<file path="config.mk">
export PLATFORM = sky130hd
export DESIGN_NAME = gshare_branch_predictor
export DESIGN_NICKNAME = d
export VERILOG_FILES = /design/src/rtl/gshare_branch_predictor.sv
export SDC_FILE = /design/constraint.sdc
export NUM_CORES = 2
export LEC_CHECK = 0
export BUFFER_PORTS_ARGS = -buffer_cell sky130_fd_sc_hd__buf_2
export CORE_MARGIN = 2
export CORE_UTILIZATION = 50
export CTS_BUF_LIST = sky130_fd_sc_hd__clkbuf_16
export CTS_CLUSTER_DIAMETER = 50
export CTS_CLUSTER_SIZE = 20
export DETAILED_ROUTE_END_ITERATION = 16
export PLACE_DENSITY = 0.68
export SYNTH_ARGS = -nofsm -noshare
export SYNTH_HDL_FRONTEND = slang
export SYNTH_SLANG_ARGS = --single-unit
</file>
<file path="constraint.sdc">
create_clock -name clk -period 4.3 [get_ports clk]
set_clock_uncertainty 0.15 [all_clocks]
set_input_delay 0.43 -clock clk [delete_from_list [all_inputs] [get_ports clk]]
set_output_delay 0.43 -clock clk [all_outputs]
set_load 0.05 [all_outputs]
</file>
<file path="src/rtl/gshare_branch_predictor.sv">
// ---------------------------------------------------------------------------
// gshare_branch_predictor
//
// Purpose:
//   IF-stage branch predictor for the pipelined RV32I core. It combines a
//   tagged, direct-mapped BTB with a table of saturating counters (PHT).
//   Lookup is combinational on the fetch PC. Resolved control-flow outcomes
//   train the tables one update per clock.
//
// Optional feature macro:
//   BP_GSHARE_EN  defined   -> a global history register (BHR) is built and
//                              XOR-hashed into the PHT index (gshare).
//                 undefined -> pure bimodal: PHT index = fetch-PC index,
//                              and HIST_BITS has no effect.
//
// Parameters:
//   INDEX_BITS    log2 of BTB/PHT entries (2..10)
//   HIST_BITS     global history length (1..INDEX_BITS)
//   COUNTER_BITS  PHT saturating-counter width (1..4)
//
// Ports:
//   clk            in   rising-edge clock
//   reset          in   synchronous active-high reset
//   current_pc     in   IF-stage fetch PC
//   prediction     out  1 = predicted taken (combinational)
//   predicted_pc   out  next fetch PC (combinational)
//   pred_index     out  PHT index used by this lookup (combinational)
//   update_valid   in   one-cycle pulse per resolved control-flow instruction
//   update_pc      in   PC of the resolved instruction
//   update_index   in   pred_index captured when that instruction was fetched
//   update_taken   in   actual outcome
//   update_target  in   actual target when taken
// ---------------------------------------------------------------------------
module gshare_branch_predictor #(
    parameter int unsigned INDEX_BITS   = 5,
    parameter int unsigned HIST_BITS    = 5,
    parameter int unsigned COUNTER_BITS = 2
) (
    input  logic                  clk,
    input  logic                  reset,
    input  logic [31:0]           current_pc,
    output logic                  prediction,
    output logic [31:0]           predicted_pc,
    output logic [INDEX_BITS-1:0] pred_index,
    input  logic                  update_valid,
    input  logic [31:0]           update_pc,
    input  logic [INDEX_BITS-1:0] update_index,
    input  logic                  update_taken,
    input  logic [31:0]           update_target
);

    localparam int unsigned ENTRIES  = 32'(1) << INDEX_BITS;
    localparam int unsigned TAG_BITS = 32 - INDEX_BITS - 2;

    // Counter limits; reset value is "weakly not-taken" (MSB clear, all others set).
    localparam logic [COUNTER_BITS-1:0] CNT_MAX  = '1;
    localparam logic [COUNTER_BITS-1:0] CNT_MIN  = '0;
    localparam logic [COUNTER_BITS-1:0] CNT_INIT =
        COUNTER_BITS'((32'(1) << (COUNTER_BITS - 1)) - 32'(1));

    // Elaboration-time parameter range checks.
    if (INDEX_BITS < 2 || INDEX_BITS > 10) begin : g_bad_index_bits
        $error("gshare_branch_predictor: INDEX_BITS out of range 2..10");
    end
    if (HIST_BITS < 1 || HIST_BITS > INDEX_BITS) begin : g_bad_hist_bits
        $error("gshare_branch_predictor: HIST_BITS out of range 1..INDEX_BITS");
    end
    if (COUNTER_BITS < 1 || COUNTER_BITS > 4) begin : g_bad_counter_bits
        $error("gshare_branch_predictor: COUNTER_BITS out of range 1..4");
    end

    typedef struct packed {
        logic                valid;
        logic [TAG_BITS-1:0] tag;
        logic [31:0]         target;
    } btb_entry_t;

    // -----------------------------------------------------------------------
    // State
    // -----------------------------------------------------------------------
    btb_entry_t              btb_q [ENTRIES];
    btb_entry_t              btb_d [ENTRIES];
    logic [COUNTER_BITS-1:0] pht_q [ENTRIES];
    logic [COUNTER_BITS-1:0] pht_d [ENTRIES];

    // History contribution to the PHT index (zero in bimodal builds).
    logic [INDEX_BITS-1:0]   hist_idx;

    // -----------------------------------------------------------------------
    // Address field extraction
    // -----------------------------------------------------------------------
    logic [INDEX_BITS-1:0] lk_idx;
    logic [TAG_BITS-1:0]   lk_tag;
    logic [INDEX_BITS-1:0] up_idx;
    logic [TAG_BITS-1:0]   up_tag;

    assign lk_idx = current_pc[INDEX_BITS+1:2];
    assign lk_tag = current_pc[31:INDEX_BITS+2];
    assign up_idx = update_pc[INDEX_BITS+1:2];
    assign up_tag = update_pc[31:INDEX_BITS+2];

    // Instruction-aligned PCs: the two low bits carry no information here.
    logic unused_pc_lsbs;
    assign unused_pc_lsbs = ^{current_pc[1:0], update_pc[1:0]};

`ifdef BP_GSHARE_EN
    // -----------------------------------------------------------------------
    // Global history register
    // -----------------------------------------------------------------------
    logic [HIST_BITS-1:0] bhr_q;
    logic [HIST_BITS-1:0] bhr_d;

    // Shift the newest outcome in at bit 0; the truncating cast drops the
    // oldest bit and also covers HIST_BITS == 1.
    always_comb begin
        bhr_d = bhr_q;
        if (update_valid) begin
            bhr_d = HIST_BITS'({bhr_q, update_taken});
        end
    end

    always_ff @(posedge clk) begin
        if (reset) begin
            bhr_q <= '0;
        end else begin
            bhr_q <= bhr_d;
        end
    end

    // History occupies the low bits of the index, zero-extended.
    assign hist_idx = INDEX_BITS'(bhr_q);
`else
    assign hist_idx = '0;
`endif

    // -----------------------------------------------------------------------
    // Lookup (combinational, always sees pre-update state)
    // -----------------------------------------------------------------------
    btb_entry_t lk_entry;
    logic       lk_hit;
    logic       lk_dir;

    assign pred_index   = lk_idx ^ hist_idx;
    assign lk_entry     = btb_q[lk_idx];
    assign lk_hit       = lk_entry.valid && (lk_entry.tag == lk_tag);
    assign lk_dir       = pht_q[pred_index][COUNTER_BITS-1];
    assign prediction   = lk_hit && lk_dir;
    assign predicted_pc = prediction ? lk_entry.target : (current_pc + 32'd4);

    // -----------------------------------------------------------------------
    // PHT next state: saturating increment on taken, decrement on not-taken
    // -----------------------------------------------------------------------
    always_comb begin
        pht_d = pht_q;
        if (update_valid) begin
            if (update_taken) begin
                if (pht_q[update_index] != CNT_MAX) begin
                    pht_d[update_index] = pht_q[update_index] + COUNTER_BITS'(1);
                end
            end else begin
                if (pht_q[update_index] != CNT_MIN) begin
                    pht_d[update_index] = pht_q[update_index] - COUNTER_BITS'(1);
                end
            end
        end
    end

    // -----------------------------------------------------------------------
    // BTB next state: only taken outcomes allocate, overwriting any entry
    // -----------------------------------------------------------------------
    always_comb begin
        btb_d = btb_q;
        if (update_valid && update_taken) begin
            btb_d[up_idx] = '{valid: 1'b1, tag: up_tag, target: update_target};
        end
    end

    // -----------------------------------------------------------------------
    // Table registers; reset wins over a concurrent update
    // -----------------------------------------------------------------------
    always_ff @(posedge clk) begin
        if (reset) begin
            for (int unsigned i = 0; i < ENTRIES; i++) begin
                pht_q[i] <= CNT_INIT;
                btb_q[i] <= '0;
            end
        end else begin
            for (int unsigned i = 0; i < ENTRIES; i++) begin
                pht_q[i] <= pht_d[i];
                btb_q[i] <= btb_d[i];
            end
        end
    end

endmodule

</file>
==> impl_metrics.csv <==
group,metric,value,unit
die,dieArea,0.1689,mm2
die,dieHeight,411.0,um
grt,antenna_found_initial,35,
synthesis,syn-mean-instance-area,8.432,um2
place,port-buffer-count,140,
die,start_util,50.25,%
cts,cts_buffers,157,
cts,clk_path_buf_depth,3,
synthesis,synth_mux_area_share,15.01,%
sta,hold_viol_final,0,
die,io_pins,143,
place,placed_cells,11520,
final_layout,finalNonFillerCells,11900,
final_layout,areaGrowthSynthToFinish,13.21,%
grt,grt_pass1_wl,475500,um
power,ir_worst_vdd,0.4812,mV
cts,root_buffer,"clkbuf_16",
detailed_routing,drc,0,
grt,grt_pass1_vias,70930,
synthesis,ys_ff_latch,1920,
sta,fin_crit_sh,114.2,%
synthesis,yosys_warnings,0,
synthesis,synthXorXnorAreaFrac,0.3701,%
sta,worstMarginPinSlew,1325,ps
final_layout,drive_above_1_share,14.86,%
synthesis,synth_flop_cell,"dfxtp_1",
cts,cts_sinks,1920,
power,switching_share,25.99,%
worst_setup_path,start_kind,"register",
sta,drv_slew,0,
cts,clock_latency,850,ps
detailed_routing,num_vias,75630,
worst_setup_path,worst_setup_path_end_kind,"output pin",
synthesis,synth-seq-area-share,46.41,%
sta,tns,-16850,ps
worst_hold_path,min_path_type,"primary input to register",
synthesis,synth-simple-area-share,19.57,%
grt,grt.overflow.total,0,
place,place_hpwl,189100,um
detailed_routing,first_pass_iters,9,
cts,h-tree-depth,4,
power,power_switching,9.357,mW
synthesis,synth.distinct_cells,74,
sta,fin_hold_ws,58.47,ps
power,intPower,26.65,mW
power,pwr-share-comb,6.5,%
detailed_routing,drt_iter0_markers,11870,
power,p_per_area,384.0,mW/mm2
worst_setup_path,path_class,"register to output pin",
worst_setup_path,critPathArrivalTime,4330,ps
sta,max_freq,0.2037,GHz
final_layout,n_fill_cell,14100,
synthesis,synth_edf_count,0,
die,die_x,411.0,um
run_status,status,"finished, violations left",
grt,grt_max_degree,204,
place,place.gp.congestion,0.9143,
sta,post-route-min-period,4909,ps
detailed_routing,post_drt_wl_per_cell,27.79,um
power,total_power,36.00,mW
power,seq_power_share,49.7,%
sta,fin_ws,-608.9,ps
die,core,0.1648,mm2
power,p_leak,30.50,nW
synthesis,syn_area,0.08282,mm2
synthesis,syn_inst,9822,
detailed_routing,routed_wl,330700,um
job,cap_violations,0,
place,pre_cts_slack,-430.0,ps
sta,setup_violations,33,
die,rows,149,
run_status,violations,"setup timing",
sta,slew_headroom,11.64,%
cts,path_clk_slew,80,ps
detailed_routing,final_antenna_net_count,0,
worst_setup_path,worst-path-max-fanout,7,
cts,cts_tree,"yes",
sta,grt_setup_unrepaired,"true",
final_layout,fin_nets,9668,
synthesis,synth_top_family_by_area,"simple AND/OR/NAND/NOR gates",
worst_setup_path,crit_required,3720,ps
synthesis,synth_compound_area_share,13.75,%
detailed_routing,via_per_inst,6.355,
synthesis,syn_nets,9930,
synthesis,synthArstFlopShare,0,%
power,clkPwrFrac,43.8,%
grt,gr-usage-all-layers,38.02,%
synthesis,synthAdderAreaFrac,0.04532,%
## flip-flops by register name (all words and copies together) (netlist names), named ones only
register / flops
btb_q: 1856
pht_q: 32
## final timing paths
path,cells after the start,startpoint,slack (ps),endpoint
setup / recovery,14,btb_q[1553],-610,predicted_pc[15]
hold / removal,3,update_target[4],60,btb_q[700]
setup reg to reg,11,register,1130,register
hold reg to reg,2,btb_q[1777],300,btb_q[1777]
## area by class of cell
type,instances,area (um2),area share [%]
tap,2189,2739,2.921
antenna,21,52.55,0.05605
clock inverter,129,1569,1.673
timing repair buffer,549,5518,5.885
inverter,14,55.05,0.05872
sequential,1920,38440,41.00
clock buffer,160,4004,4.270
multi-input combinational,6918,41380,44.14
## repair_timing
action,in CTS,in global routing
hold buffers,63,0
setup buffers,2,2
cloned,1,3
pin swaps,20,8
endpoints found under the setup margin,33,33
endpoints found under the hold margin,1714,0
resized for setup,99,31
## cell usage after synthesis (4+ instances only)
cell type / instances / area (um2)
or3b_2: 4 / 35.03
a211oi_2: 25 / 312.8
o22ai_1: 22 / 137.6
and3_1: 11 / 68.82
o22a_1: 5 / 43.79
xor2_1: 18 / 157.7
nor2_1: 150 / 563.0
xnor2_1: 17 / 148.9
dfxtp_1: 1920 / 38440
a211o_1: 32 / 280.3
and3b_1: 7 / 61.31
buf_4: 24 / 180.2
mux2i_1: 92 / 920.9
a211oi_1: 11 / 82.58
a22o_1: 27 / 236.5
a22oi_1: 20 / 150.1
buf_6: 19 / 214.0
clkbuf_1: 800 / 3003
a21oi_1: 1891 / 9464
o21ai_0: 23 / 115.1
nor2b_1: 12 / 75.07
mux2_2: 10 / 112.6
nand3b_1: 8 / 60.06
and4_1: 7 / 61.31
nand3_1: 57 / 285.3
nand2_1: 3792 / 14230
a2111oi_0: 7 / 61.31
buf_1: 66 / 247.7
inv_1: 14 / 52.55
mux4_2: 506 / 11400
nor3_1: 15 / 75.07
or3_1: 7 / 43.79
nand2b_1: 5 / 31.28
and2_1: 37 / 231.5
nand4b_1: 8 / 70.07
nand4_1: 15 / 93.84
o221ai_1: 12 / 105.1
nor3b_1: 9 / 67.56
buf_2: 60 / 300.3
a2111oi_2: 5 / 75.07
## logic make-up (layout without fill, tap and decap cells)
group / after synthesis / after routing
muxes: 608 / 608
adders and majority gates: 3 / 3
buffers and inverters: 984 / 852
other: 0 / 21
xor gates and xnor gates: 35 / 35
DFF: 1920 / 1920
and+or+nand+nor: 4158 / 4158
AOI/OAI and AO/OA: 2114 / 2114
## layer usage
layer | vias up | GRT usage (%) | share of wire, %
met5 | - | 0 | 0.11
met4 | 30 | 24.29 | 7.5
met3 | 1499 | 12.50 | 15
met2 | 5530 | 56.05 | 42
met1 | 36060 | 47.90 | 35
li1 | 32510 | - | -
## critical path: stages (launching register included)
cell and delay [ps]:
dfxtp_2 330, mux4_2 470, a22o_1 250, a2111oi_4 190
buf_4 170, nor3_2 30, or4b_4 570, and4b_1 350
nand4_4 130, buf_12 180, buf_12 150, clkbuf_16 160
a211oi_4 240, a21oi_2 70, buf_6 160
## metrics by stage
| stage | util (%) | cell area, um2 |
|---|---|---|
| floorplan | - | 82860 |
| global placement | 52.63 | 86740 |
| detailed placement | 52.63 | 86740 |
| CTS | 56.70 | 93440 |
| global route | 56.87 | 93720 |
| finish | 56.89 | 93760 |
## power groups by stage
stage / clock network [mW] / logic [mW] / registers [mW]
finish: 15.8 / 2.34 / 17.9
global route: 16.4 / 2.40 / 17.9
global placement: 0 / 2.14 / 18.3
CTS: 15.7 / 2.25 / 17.9
detailed placement: 0 / 2.16 / 18.3
floorplan: 0 / 1.33 / 18.3
## layout by cell type (no fill, tap or decap), types with 14 or more instances in the layout
cell and count:
o22ai_1 22, inv_1 22, buf_12 105, and2_1 36
dfxtp_1 1918, nor2_4 33, buf_4 253, mux4_2 506
a211oi_4 16, a211oi_2 14, a22oi_1 18, dlygate4sd3_1 63
clkinv_8 15, a22o_1 27, a21oi_2 17, inv_8 21
buf_6 18, xnor2_1 16, o21ai_0 22, nand3_1 57
a21oi_1 1872, nand2_4 32, xor2_1 18, buf_2 101
mux2i_1 90, nand2_1 3758, nor2_1 117, diode_2 21
a211o_1 32, bufinv_16 16, clkbuf_16 163, inv_6 24
nand4_1 15
Power figures use the tool's default switching activity.
